**config.mk**
```make
export PLATFORM = sky130hd
export DESIGN_NAME = seven_seg_scan_driver
export DESIGN_NICKNAME = d
export VERILOG_FILES = /design/src/rtl/seven_seg_scan_driver.sv
export SDC_FILE = /design/constraint.sdc
export NUM_CORES = 1
export LEC_CHECK = 0
export BUFFER_PORTS_ARGS = -buffer_cell sky130_fd_sc_hd__buf_2
export CAP_MARGIN = 20
export CORE_ASPECT_RATIO = 0.75
export CORE_MARGIN = 10
export CORE_UTILIZATION = 57
export CTS_BUF_LIST = sky130_fd_sc_hd__clkbuf_4 sky130_fd_sc_hd__clkbuf_8 sky130_fd_sc_hd__clkbuf_16
export CTS_CLUSTER_DIAMETER = 200
export CTS_CLUSTER_SIZE = 40
export DETAILED_ROUTE_END_ITERATION = 10
export PLACE_DENSITY = 0.8
export SLEW_MARGIN = 20
export SYNTH_ARGS = -nofsm -noshare
export SYNTH_HDL_FRONTEND = slang
export SYNTH_SLANG_ARGS = --single-unit
export TNS_END_PERCENT = 100
```
**constraint.sdc**
```tcl
create_clock -name clock -period 2.5 [get_ports clock]
set_input_delay 0.375 -clock clock [delete_from_list [all_inputs] [get_ports clock]]
set_output_delay 0.375 -clock clock [all_outputs]
set_load 0.05 [all_outputs]
```
**src/rtl/seven_seg_scan_driver.sv**
```systemverilog
// Time-multiplexed 8-digit common-anode 7-segment driver with per-frame value shadowing.
// Optional build macro SEVEN_SEG_LEADING_ZERO_BLANK_EN blanks digits above the most-significant nonzero nibble.
module seven_seg_scan_driver #(
  parameter int CLK_FREQ_HZ = 100_000_000,
  parameter int REFRESH_HZ  = 1_000,
  parameter int N_DIGITS    = 8
) (
  input  logic        clock,
  input  logic        reset,
  input  logic [31:0] value,
  input  logic [7:0]  digit_en,
  output logic [6:0]  segments,
  output logic [7:0]  anodos,
  output logic        frame_start
);

  localparam int DIV = CLK_FREQ_HZ / REFRESH_HZ;
  localparam int PW  = (DIV > 2) ? $clog2(DIV) : 1;
  localparam logic [PW-1:0] PRE_LAST   = PW'(DIV - 1);
  localparam logic [2:0]    IDX_LAST   = 3'(N_DIGITS - 1);
  localparam logic [7:0]    DIGIT_MASK = 8'((1 << N_DIGITS) - 1);

  if (DIV < 2) begin : g_div_chk
    $error("seven_seg_scan_driver: CLK_FREQ_HZ/REFRESH_HZ must be at least 2");
  end
  if (N_DIGITS < 1 || N_DIGITS > 8) begin : g_ndig_chk
    $error("seven_seg_scan_driver: N_DIGITS must be in 1..8");
  end

  function automatic logic [6:0] hex_to_seg(input logic [3:0] nib);
    logic [6:0] seg;
    unique case (nib)
      4'h0: seg = 7'b0000001;
      4'h1: seg = 7'b1001111;
      4'h2: seg = 7'b0010010;
      4'h3: seg = 7'b0000110;
      4'h4: seg = 7'b1001100;
      4'h5: seg = 7'b0100100;
      4'h6: seg = 7'b0100000;
      4'h7: seg = 7'b0001111;
      4'h8: seg = 7'b0000000;
      4'h9: seg = 7'b0000100;
      4'hA: seg = 7'b0001000;
      4'hB: seg = 7'b1100000;
      4'hC: seg = 7'b0110001;
      4'hD: seg = 7'b1000010;
      4'hE: seg = 7'b0110000;
      default: seg = 7'b0111000;
    endcase
    return seg;
  endfunction

`ifdef SEVEN_SEG_LEADING_ZERO_BLANK_EN
  // Position of the highest nonzero nibble; 0 when the whole value is zero.
  function automatic logic [2:0] msnz_pos(input logic [31:0] v);
    logic [2:0] pos;
    pos = 3'd0;
    for (int i = 1; i < 8; i++) begin
      if (v[4*i +: 4] != 4'h0) pos = 3'(i);
    end
    return pos;
  endfunction

  logic [2:0] msnz_q, msnz_d;
`endif

  logic [PW-1:0] prescaler_q, prescaler_d;
  logic [2:0]    idx_q, idx_d;
  logic [31:0]   value_sh_q, value_sh_d;
  logic [7:0]    en_sh_q, en_sh_d;
  logic [7:0]    anodos_q, anodos_d;
  logic [6:0]    segments_q, segments_d;
  logic          frame_start_q, frame_start_d;

  logic       tick;
  logic       frame_cap;
  logic       lit;
  logic [3:0] nibble;

  always_comb begin
    tick          = (prescaler_q == PRE_LAST);
    frame_cap     = tick && (idx_q == IDX_LAST);
    prescaler_d   = tick ? '0 : prescaler_q + 1'b1;
    idx_d         = idx_q;
    if (tick) idx_d = (idx_q == IDX_LAST) ? 3'd0 : idx_q + 3'd1;
    value_sh_d    = frame_cap ? value : value_sh_q;
    en_sh_d       = frame_cap ? digit_en : en_sh_q;
    frame_start_d = frame_cap;
`ifdef SEVEN_SEG_LEADING_ZERO_BLANK_EN
    msnz_d        = frame_cap ? msnz_pos(value) : msnz_q;
    lit           = en_sh_q[idx_q] && (idx_q <= msnz_q);
`else
    lit           = en_sh_q[idx_q];
`endif
    // Output stage shows the digit selected by the current index, one cycle later.
    nibble        = value_sh_q[{idx_q, 2'b00} +: 4];
    anodos_d      = 8'hFF;
    segments_d    = 7'h7F;
    if (lit) begin
      anodos_d   = ~((8'h01 << idx_q) & DIGIT_MASK);
      segments_d = hex_to_seg(nibble);
    end
  end

  always_ff @(posedge clock or negedge reset) begin
    if (!reset) begin
      prescaler_q   <= '0;
      idx_q         <= 3'd0;
      value_sh_q    <= 32'h0;
      en_sh_q       <= 8'hFF;
      anodos_q      <= 8'hFF;
      segments_q    <= 7'h7F;
      frame_start_q <= 1'b0;
`ifdef SEVEN_SEG_LEADING_ZERO_BLANK_EN
      msnz_q        <= 3'd0;
`endif
    end else begin
      prescaler_q   <= prescaler_d;
      idx_q         <= idx_d;
      value_sh_q    <= value_sh_d;
      en_sh_q       <= en_sh_d;
      anodos_q      <= anodos_d;
      segments_q    <= segments_d;
      frame_start_q <= frame_start_d;
`ifdef SEVEN_SEG_LEADING_ZERO_BLANK_EN
      msnz_q        <= msnz_d;
`endif
    end
  end

  assign anodos      = anodos_q;
  assign segments    = segments_q;
  assign frame_start = frame_start_q;

endmodule
```
==> flow_summary.json, run 1 <==
{
  "p_sw_share_pct": 22.7,
  "post-place-cells": 411,
  "antenna_cells": 0,
  "irDropWorstVdd_v": 0.000352,
  "ioPinCount": 58,
  "fin_tns_setup_ns": 0,
  "post_cts_buffers": 0,
  "antenna_found_initial": 0,
  "grt_max_degree": 48,
  "drc": 0,
  "vias": 2366,
  "final_cell_mix": "buf_2 (57), dfrtp_1 (53), mux2_4 (40), nand2_1 (23), dfstp_2 (23)",
  "drtPass1Iterations": 4,
  "drive_above_1_share_pct": 45.4,
  "die_w_um": 114,
  "hold_viol_final": 0,
  "nets": 396,
  "slew_headroom_pct": 54.5,
  "start_util_pct": 59.2,
  "avgSynthCellArea_um2": 13.6,
  "fin_total_pwr_mw": 2.48,
  "reg2reg_to": "segments[6]",
  "multi_input_area_um2": 1720,
  "clkSinkCount": 76,
  "numCtsBuffers": 9,
  "io_buffers": 57,
  "grt_pass1_wl_mm": 12.8,
  "path_cells": "buf_4 > mux4_1 > mux2_2 > nand3_2 > a21oi_1 > o31ai_1",
  "status": "finished, final reports clean",
  "synth_nets": 331,
  "synth_largest_area_cell": "dfrtp_1",
  "core-area_um2": 6350,
  "combPwrFrac_pct": 8.9,
  "cts-resized-gates": 0,
  "row_count": 25,
  "area_delta_synth_final_pct": 15.7,
  "grt_usage_pct": 15.3,
  "cts_buffer_depth": 2,
  "drt-total-wl_mm": 7.61,
  "yosys_register_bits": 76,
  "p_seq_share_pct": 52.7,
  "cp-start-kind": "flip-flop",
  "layout_commonest_cell": "buf_2",
  "reg2reg_from": "idx_q[0]",
  "cts-root-buf": "clkbuf_8",
  "yosys_warnings": 0,
  "final_antenna_net_count": 0,
  "fillerInstances": 489,
  "hpwl_mm": 5.64,
  "synthFlopType": "dfrtp_1",
  "ys_types": 46,
  "r2r_cells": 6,
  "power.leakage_nw": 2.08,
  "overflow": 0,
  "synth_enable_flop_cells": 0,
  "grt_pass1_vias": 2566,
  "r2r_slack_ns": 0.17,
  "hold_class": "in2async",
  "rsz0062_at_grt": "no",
  "syn_inst": 276,
  "hold_slack_ns": 0.0632,
  "max_stage_delay_ns": 0.62,
  "path_clk_slew_ns": 0.08,
  "cp.arrival_ns": 2.58,
  "async_flop_share_pct": 100,
  "power.share.clock_pct": 38.4,
  "synth_area_um2": 3760,
  "clock_latency_ns": 0.35,
  "gp_congestion": 0.857,
  "fmax_mhz": 429,
  "cts_tree": "built",
  "dieArea_um2": 10300,
  "holdBufCountCts": 0,
  "ys_seq_area_share_pct": 51.3,
  "worstMarginPinSlew_ns": 0.682,
  "register_area_um2": 1930,
  "maxSlewViolCount": 0,
  "skew_ns": 0.00817,
  "max_cap_viol_count": 0,
  "yosysTopAreaCellShare_pct": 35.3,
  "routedWlPerCell_um": 17.8,
  "synth_area_leaders": "dfrtp_1 (35%), dfstp_2 (16%), mux2_4 (16%)",
  "instances_no_fill": 427,
  "p_int_mw": 1.92,
  "layout_min_cycle_time_ns": 2.33,
  "required_ns": 2.75,
  "routed_via_density": 5.54,
  "path_class": "reg2reg",
  "cp_slowest_cell": "mux4_1",
  "finalCritPeriodShare_pct": 93.3,
  "power.switching_uw": 563,
  "power_density_nw_per_um2": 571,
  "end_kind": "flip-flop",
  "h-tree-depth": 3,
  "drt_iter0_markers": 74,
  "die-height_um": 90.4,
  "setup_viol": 0,
  "cp_max_fo": 10
}
## cell usage after synthesis, drive strengths merged (2+ instances only)
cell     n
inv     11
nor2b    2
nor3     6
mux2i    6
dfstp   23
nor4     2
o221ai   5
xnor2    9
xor2     6
nand2   25
a21oi    4
nand3    9
o21ai    4
buf      7
nor2    17
mux4     8
ha      13
mux2    44
and3     3
dfrtp   53
and2     3
clkbuf   2
## sequential cells by signal, summed over array words and instances, names as in the netlist
register / count
idx_q: 3
frame_start: 1
segments: 7
value_sh_q: 32
prescaler_q: 17
anodos: 8
en_sh_q: 8
## worst max-delay path, delay by kind of cell (launching register included)
kind	cells	cell delay (ns)
AOI/OAI and AO/OA	2	0.32
muxes	2	0.98
DFF	1	0.56
and+or+nand+nor	1	0.11
buffers and inverters	1	0.26
## cell families after synthesis
logic type	synth area share, %
compound gates	3.63
xor+xnor	3.49
fa+ha+maj	4.32
buf+inv	2.93
flops	51.3
mux	24.3
simple gates	10.0
## stage by stage
stage / util, % / setup WS [ns] / instance area (um2)
2_1_floorplan: - / 0.201 / 3760
3_3_place_gp: 65.3 / 0.279 / 4150
3_5_place_dp: 65.3 / 0.158 / 4150
4_1_cts: 68.5 / 0.132 / 4350
5_1_grt: 68.5 / 0.0258 / 4350
6_report: 68.5 / 0.167 / 4350
## how the worst max path moves through the flow
stage / startpoint / to / slack, ns
floorplan: idx_q[0] / segments[3] / 0.20
global placement: idx_q[0] / segments[6] / 0.28
detailed placement: idx_q[0] / segments[6] / 0.16
CTS: idx_q[0] / segments[6] / 0.13
global route: idx_q[0] / segments[6] / 0.03
finish: idx_q[0] / segments[6] / 0.17
## per-layer routing
metal | track usage (%) | wire length, um | vias to the layer above | part of all wire [%]
met1 | 20.5 | 3600 | 1174 | 47
met3 | 6.37 | 558 | 14 | 7.3
met5 | 0 | 0 | - | 0
met4 | 6.04 | 172 | 0 | 2.3
li1 | - | - | 1108 | -
met2 | 21.3 | 3280 | 70 | 43
## cell type report
| class | instances | area share [%] |
|---|---|---|
| Clock buffer | 14 | 3.85 |
| Tap cell | 81 | 2.33 |
| Timing Repair Buffer | 63 | 8.17 |
| Multi-Input combinational cell | 180 | 39.5 |
| Clock inverter | 2 | 0.805 |
| Inverter | 11 | 0.949 |
| Sequential cell | 76 | 44.4 |
## power by group through the flow
stage / Clock (mW) / Sequential [mW] / Combinational [mW]
after global placement: 0 / 1.33 / 0.217
after detailed placement: 0 / 1.33 / 0.224
after floorplan: 0 / 1.36 / 0.0986
after global routing: 1.02 / 1.31 / 0.243
final: 0.953 / 1.31 / 0.222
after CTS: 0.971 / 1.31 / 0.225
No activity file was read; power rests on OpenSTA's default activity.
==> run 2, diff against run 1 <==
RECOVER_POWER = 50   (was default)
==> run 2 against run 1 <==
  * The run now ends with max-capacitance violations, max-slew violations left
  * Power is 0.23% lower
  * Utilization is 0.30 points lower
  * Cell count stayed put
  * Sequential power hardly changed
  * Clock skew hardly changed
  * Clock power hardly changed
  * Flip-flop and latch count stayed put
  * Largest power group unchanged
==> flow_summary.json, run 2 (same netlist as run 1, synthesis figures left out) <==
{
  "slew_headroom_pct": -3.66,
  "antenna_found_initial": 0,
  "fillerInstances": 492,
  "rsz0062_at_grt": "no",
  "worst_slack_ns": 0.169,
  "grt_pass1_vias": 2566,
  "hpwl_mm": 5.64,
  "cp_slowest_cell": "mux4_1",
  "final_cell_mix": "buf_2 (54), dfrtp_1 (53), mux2_4 (40), nand2_1 (23), dfstp_2 (23)",
  "cp_top_family": "multiplexers",
  "drt_iter0_markers": 100,
  "path_cells": "buf_4 > mux4_1 > mux2_2 > nand3_2 > a21oi_1 > o31ai_1",
  "holdBufCountCts": 0,
  "cp_max_fo": 10,
  "setup_viol": 0,
  "layout_min_cycle_time_ns": 2.33,
  "cts-resized-gates": 0,
  "core-area_um2": 6350,
  "layout_commonest_cell": "buf_2",
  "grt_max_degree": 48,
  "power_density_nw_per_um2": 572,
  "max_cap_viol_count": 1,
  "instances_no_fill": 427,
  "fmax_mhz": 429,
  "end_kind": "flip-flop",
  "maxSlewViolCount": 31,
  "status": "complete, but fails checks",
  "h-tree-depth": 3,
  "path_class": "reg2reg",
  "path_buf_inv": 1,
  "grt_pass1_wl_mm": 12.8,
  "cts-root-buf": "clkbuf_8",
  "nets": 396,
  "max_stage_delay_ns": 0.62,
  "drive_above_1_share_pct": 44.2,
  "post-place-cells": 411,
  "largest_reg_flops": 32,
  "routedWlPerCell_um": 17.7,
  "clkSinkCount": 76,
  "power.leakage_nw": 2.06,
  "io_buffers": 57,
  "drtPass1Iterations": 4,
  "routed_via_density": 5.55,
  "path_clk_slew_ns": 0.08,
  "largestRegisters": "value_sh_q (32), prescaler_q (17)",
  "finalCritPeriodShare_pct": 93.2,
  "grt_usage_pct": 15.3,
  "fin_tns_setup_ns": 0,
  "antenna_cells": 0,
  "failed_checks": "max-capacitance violations, max-slew violations",
  "post_cts_buffers": 0,
  "finalCoreUtilization_pct": 68.2,
  "final_antenna_net_count": 0,
  "regMostFlops": "value_sh_q",
  "vias": 2371,
  "drc": 0,
  "drt-total-wl_mm": 7.58,
  "clock_latency_ns": 0.35,
  "dieArea_um2": 10300,
  "overflow": 0,
  "hold_class": "in2reg",
  "die-height_um": 90.4,
  "gp_congestion": 0.857,
  "required_ns": 2.75,
  "irDropWorstVdd_v": 0.000352,
  "numCtsBuffers": 9,
  "cp-start-kind": "flip-flop",
  "fin_total_pwr_mw": 2.48,
  "cts_buffer_depth": 2,
  "area_delta_synth_final_pct": 15.2,
  "pre_cts_slack_ns": 0.158,
  "die_w_um": 114,
  "worstMarginPinSlew_ns": 1.55,
  "start_util_pct": 59.2,
  "hold_viol_final": 0,
  "cts_tree": "built",
  "skew_ns": 0.00827,
  "row_count": 25,
  "cp.arrival_ns": 2.58,
  "ioPinCount": 58
}
run 2: cell types whose count changed in the layout (fill, tap and decap cells not counted), sizes merged:
cell    previous run  this run
clkbuf            14        18
buf               63        59
run 2: cell type report:
cell class                 count  area, um2  share of cell area (%)
timing repair buffer          63        339                    7.83
multi-input combinational    180       1720                    39.6
sequential                    76       1930                    44.6
clock inverter                 2       35.0                   0.809
inverter                      11       41.3                   0.953
tap                           81        101                    2.34
clock buffer                  14        168                    3.87
run 2: where the power goes:
part,switching (mW),leakage [nW],internal [mW]
Combinational,0.118,1.06,0.101
Clock,0.419,0.108,0.532
Sequential,0.0237,0.894,1.29
Total,0.560,2.06,1.92
run 2: worst paths after layout:
| kind | startpoint | cells after the start | slack [ns] | to |
|---|---|---|---|---|
| max in group asynchronous | reset | 2 | 0.64 | idx_q[2] |
| max reg2reg | idx_q[0] | 6 | 0.17 | segments[6] |
| min in group asynchronous | reset | 1 | 0.40 | value_sh_q[28] |
| max | idx_q[0] | 6 | 0.17 | segments[6] |
| min | value[1] | 2 | 0.25 | value_sh_q[1] |
| min reg2reg | prescaler_q[0] | 1 | 0.50 | prescaler_q[0] |
run 2: routing by layer:
metal  track usage (%)  vias up  routed length, um
met5                 0        -                  0
met2              21.3       68               3280
met4              6.04        0                172
li1                  -     1108                  -
met1              20.5     1181               3580
met3              6.37       14                544
run 2: metrics by stage:
step,cell area [um2],hold WS [ns]
finish,4330,0.247
global route,4330,0.238
CTS,4350,0.0741
detailed placement,4150,0.454
global placement,4150,0.443
floorplan,3760,0.0794
==> run 3, diff against run 2 <==
ABC_AREA = 1   (was default)
BUFFER_PORTS_ARGS = default   (was -buffer_cell sky130_fd_sc_hd__buf_2)
CORE_UTILIZATION = 61   (was 57)
DONT_BUFFER_PORTS = 1   (was default)
PLACE_DENSITY = 0.77   (was 0.8)
==> run 3 against run 2 <==
  * The run still ends with max-capacitance violations, max-slew violations left
  * Critical path depth grew 3
  * Sequential share of layout area barely moved
  * Non-clock buffer count is 53 lower
  * First-iteration DRC count increased by 87%
  * Cell area did not move
  * Die area up 0.68%
  * Maximum frequency is 3.8% higher
  * Sequential power down 6%
  * Power fell by 5.6%
  * Worst hold slack lost 0.11 ns
  * Critical path type unchanged
==> flow_summary.json, run 3 <==
{
  "instances_no_fill": 589,
  "gp_congestion": 0.865,
  "path_clk_slew_ns": 0.07,
  "p_seq_share_pct": 52.6,
  "cts_buffer_depth": 2,
  "irDropWorstVdd_v": 0.000324,
  "ioPinCount": 58,
  "largest_reg_flops": 32,
  "synth_nets": 560,
  "p_int_mw": 1.88,
  "required_ns": 2.79,
  "drtPass1Iterations": 5,
  "finalCritPeriodShare_pct": 89.8,
  "die_w_um": 114,
  "cts-root-buf": "clkbuf_8",
  "nets": 558,
  "synthFlopType": "dfrtp_1",
  "cts_tree": "built",
  "h-tree-depth": 3,
  "yosys_warnings": 0,
  "setup_viol": 0,
  "post_cts_buffers": 0,
  "ys_types": 28,
  "routedWlPerCell_um": 15.2,
  "grt_usage_pct": 18.1,
  "antenna_cells": 0,
  "layout_commonest_cell": "nand2_1",
  "path_class": "reg2reg",
  "drc": 0,
  "fin_tns_setup_ns": 0,
  "syn_inst": 505,
  "drt_iter0_markers": 187,
  "area_delta_synth_final_pct": 6.75,
  "design_area_um2": 4330,
  "yosysMostFrequentCell": "nand2_1",
  "failed_checks": "max-capacitance violations, max-slew violations",
  "hold_slack_ns": 0.141,
  "fillerInstances": 549,
  "core-area_um2": 6380,
  "skew_ns": 0.00857,
  "io_buffers": 0,
  "power.share.clock_pct": 46.4,
  "overflow": 0,
  "layout_min_cycle_time_ns": 2.24,
  "post-place-cells": 571,
  "clock_latency_ns": 0.35,
  "antenna_found_initial": 0,
  "routed_via_density": 5.52,
  "final_antenna_net_count": 0,
  "hpwl_mm": 6.48,
  "drt-total-wl_mm": 8.98,
  "vias": 3249,
  "maxSlewViolCount": 77,
  "die-height_um": 90.6,
  "clkSinkCount": 76,
  "fmax_mhz": 445,
  "final_cell_mix": "nand2_1 (169), inv_1 (55), dfrtp_1 (52), nand3_1 (48), nand4_1 (48)",
  "slew_headroom_pct": -6.13,
  "largestRegisters": "value_sh_q (32), prescaler_q (17)",
  "synth_area_leaders": "dfrtp_1 (33%), nand2_1 (16%), dfstp_2 (15%)",
  "hold_class": "in2reg",
  "yosys_register_bits": 76,
  "numCtsBuffers": 9,
  "synth_area_um2": 4060,
  "max_cap_viol_count": 1,
  "cp.arrival_ns": 2.53,
  "ys_seq_area_share_pct": 47.6,
  "combPwrFrac_pct": 1.0,
  "status": "complete, but fails checks",
  "end_kind": "flip-flop",
  "start_util_pct": 63.6,
  "cp_max_fo": 14,
  "regMostFlops": "value_sh_q",
  "cp-start-kind": "flip-flop",
  "hold_viol_final": 0,
  "rsz0062_at_grt": "no",
  "grt_pass1_vias": 3035,
  "row_count": 25,
  "pre_cts_slack_ns": 0.174,
  "synth_enable_flop_cells": 0,
  "async_flop_share_pct": 100,
  "yosysTopAreaCellShare_pct": 32.7,
  "grt_max_degree": 77,
  "placed_cell_area_um2": 4070,
  "dieArea_um2": 10400,
  "synth_largest_area_cell": "dfrtp_1",
  "synth_common_cells": "nand2_1 (169), inv_1 (55), dfrtp_1 (53)",
  "power.leakage_nw": 2.26,
  "power.switching_uw": 460,
  "worstMarginPinSlew_ns": 1.59,
  "drive_above_1_share_pct": 11.4,
  "grt_pass1_wl_mm": 15.3,
  "worst_slack_ns": 0.255,
  "p_sw_share_pct": 19.7,
  "avgSynthCellArea_um2": 8.04,
  "r2r_slack_ns": 0.26,
  "power_density_nw_per_um2": 540
}
[run 3: changes by cell type after synthesis, sizes merged, moves of 18 or more]
cell and change:
mux2 -44, nor2 +18, nand3 +42, nand2 +146, inv +47, nand4 +47
[run 3: layout make-up]
class,count,area (um2),share of cell area (%)
clock buffer,14,209,4.82
clock inverter,2,35.0,0.809
inverter,59,221,5.11
multi-input combinational,347,1760,40.6
sequential,76,1930,44.6
tap,81,101,2.34
timing repair buffer,10,75.1,1.73
[run 3: power by group through the flow]
stage / registers [mW] / clock network [mW] / logic [mW]
final: 1.23 / 1.09 / 0.0235
after CTS: 1.23 / 1.11 / 0.0302
after global routing: 1.23 / 1.16 / 0.0288
[run 3: final timing paths]
check                                 to  depth (start not counted)         from
setup / recovery             segments[6]                          9     idx_q[2]
hold / removal                en_sh_q[4]                          2  digit_en[4]
setup reg to reg             segments[6]                          9     idx_q[2]
hold reg to reg               en_sh_q[6]                          2   en_sh_q[6]
max in group asynchronous       idx_q[1]                          2        reset
min in group asynchronous  value_sh_q[6]                          2        reset
[run 3: stage by stage]
| step | util [%] | power, mW |
|---|---|---|
| 5_1_grt | 67.9 | 2.42 |
| 3_3_place_gp | 63.8 | 1.25 |
| 3_5_place_dp | 63.8 | 1.25 |
| 2_1_floorplan | - | 1.25 |
| 4_1_cts | 68.2 | 2.37 |
| 6_report | 67.9 | 2.34 |
[run 3: cell families after synthesis]
logic type      count (synthesis)  synth area share (%)
compound gates                 10                  1.23
xor+xnor                       12                  2.59
fa+ha+maj                      13                  4.01
buf+inv                        82                  9.09
flops                          76                  47.6
simple gates                  312                  35.5
[run 3: metal layers]
metal	up-vias	routed length [um]	track usage, %
li1	1609	-	-
met1	1520	4370	26.1
met2	108	3770	24.9
met3	12	692	6.51
met4	0	149	4.90
met5	-	0	0
[run 3: worst max-delay path, cell delays in order (launching register included)]
cell	delay [ns]
dfrtp_1	0.63
clkinv_1	0.36
nand3_1	0.18
nand2_1	0.20
inv_1	0.16
ha_1	0.26
inv_1	0.11
nand3_1	0.09
nand3_1	0.09
nand3_1	0.10
[run 3: repair_timing]
item / in CTS / in global routing
hold endpoints to repair: 76 / 0
resized for setup: 0 / 1
hold buffers: 2 / 0
endpoints found under the setup margin: 0 / 8
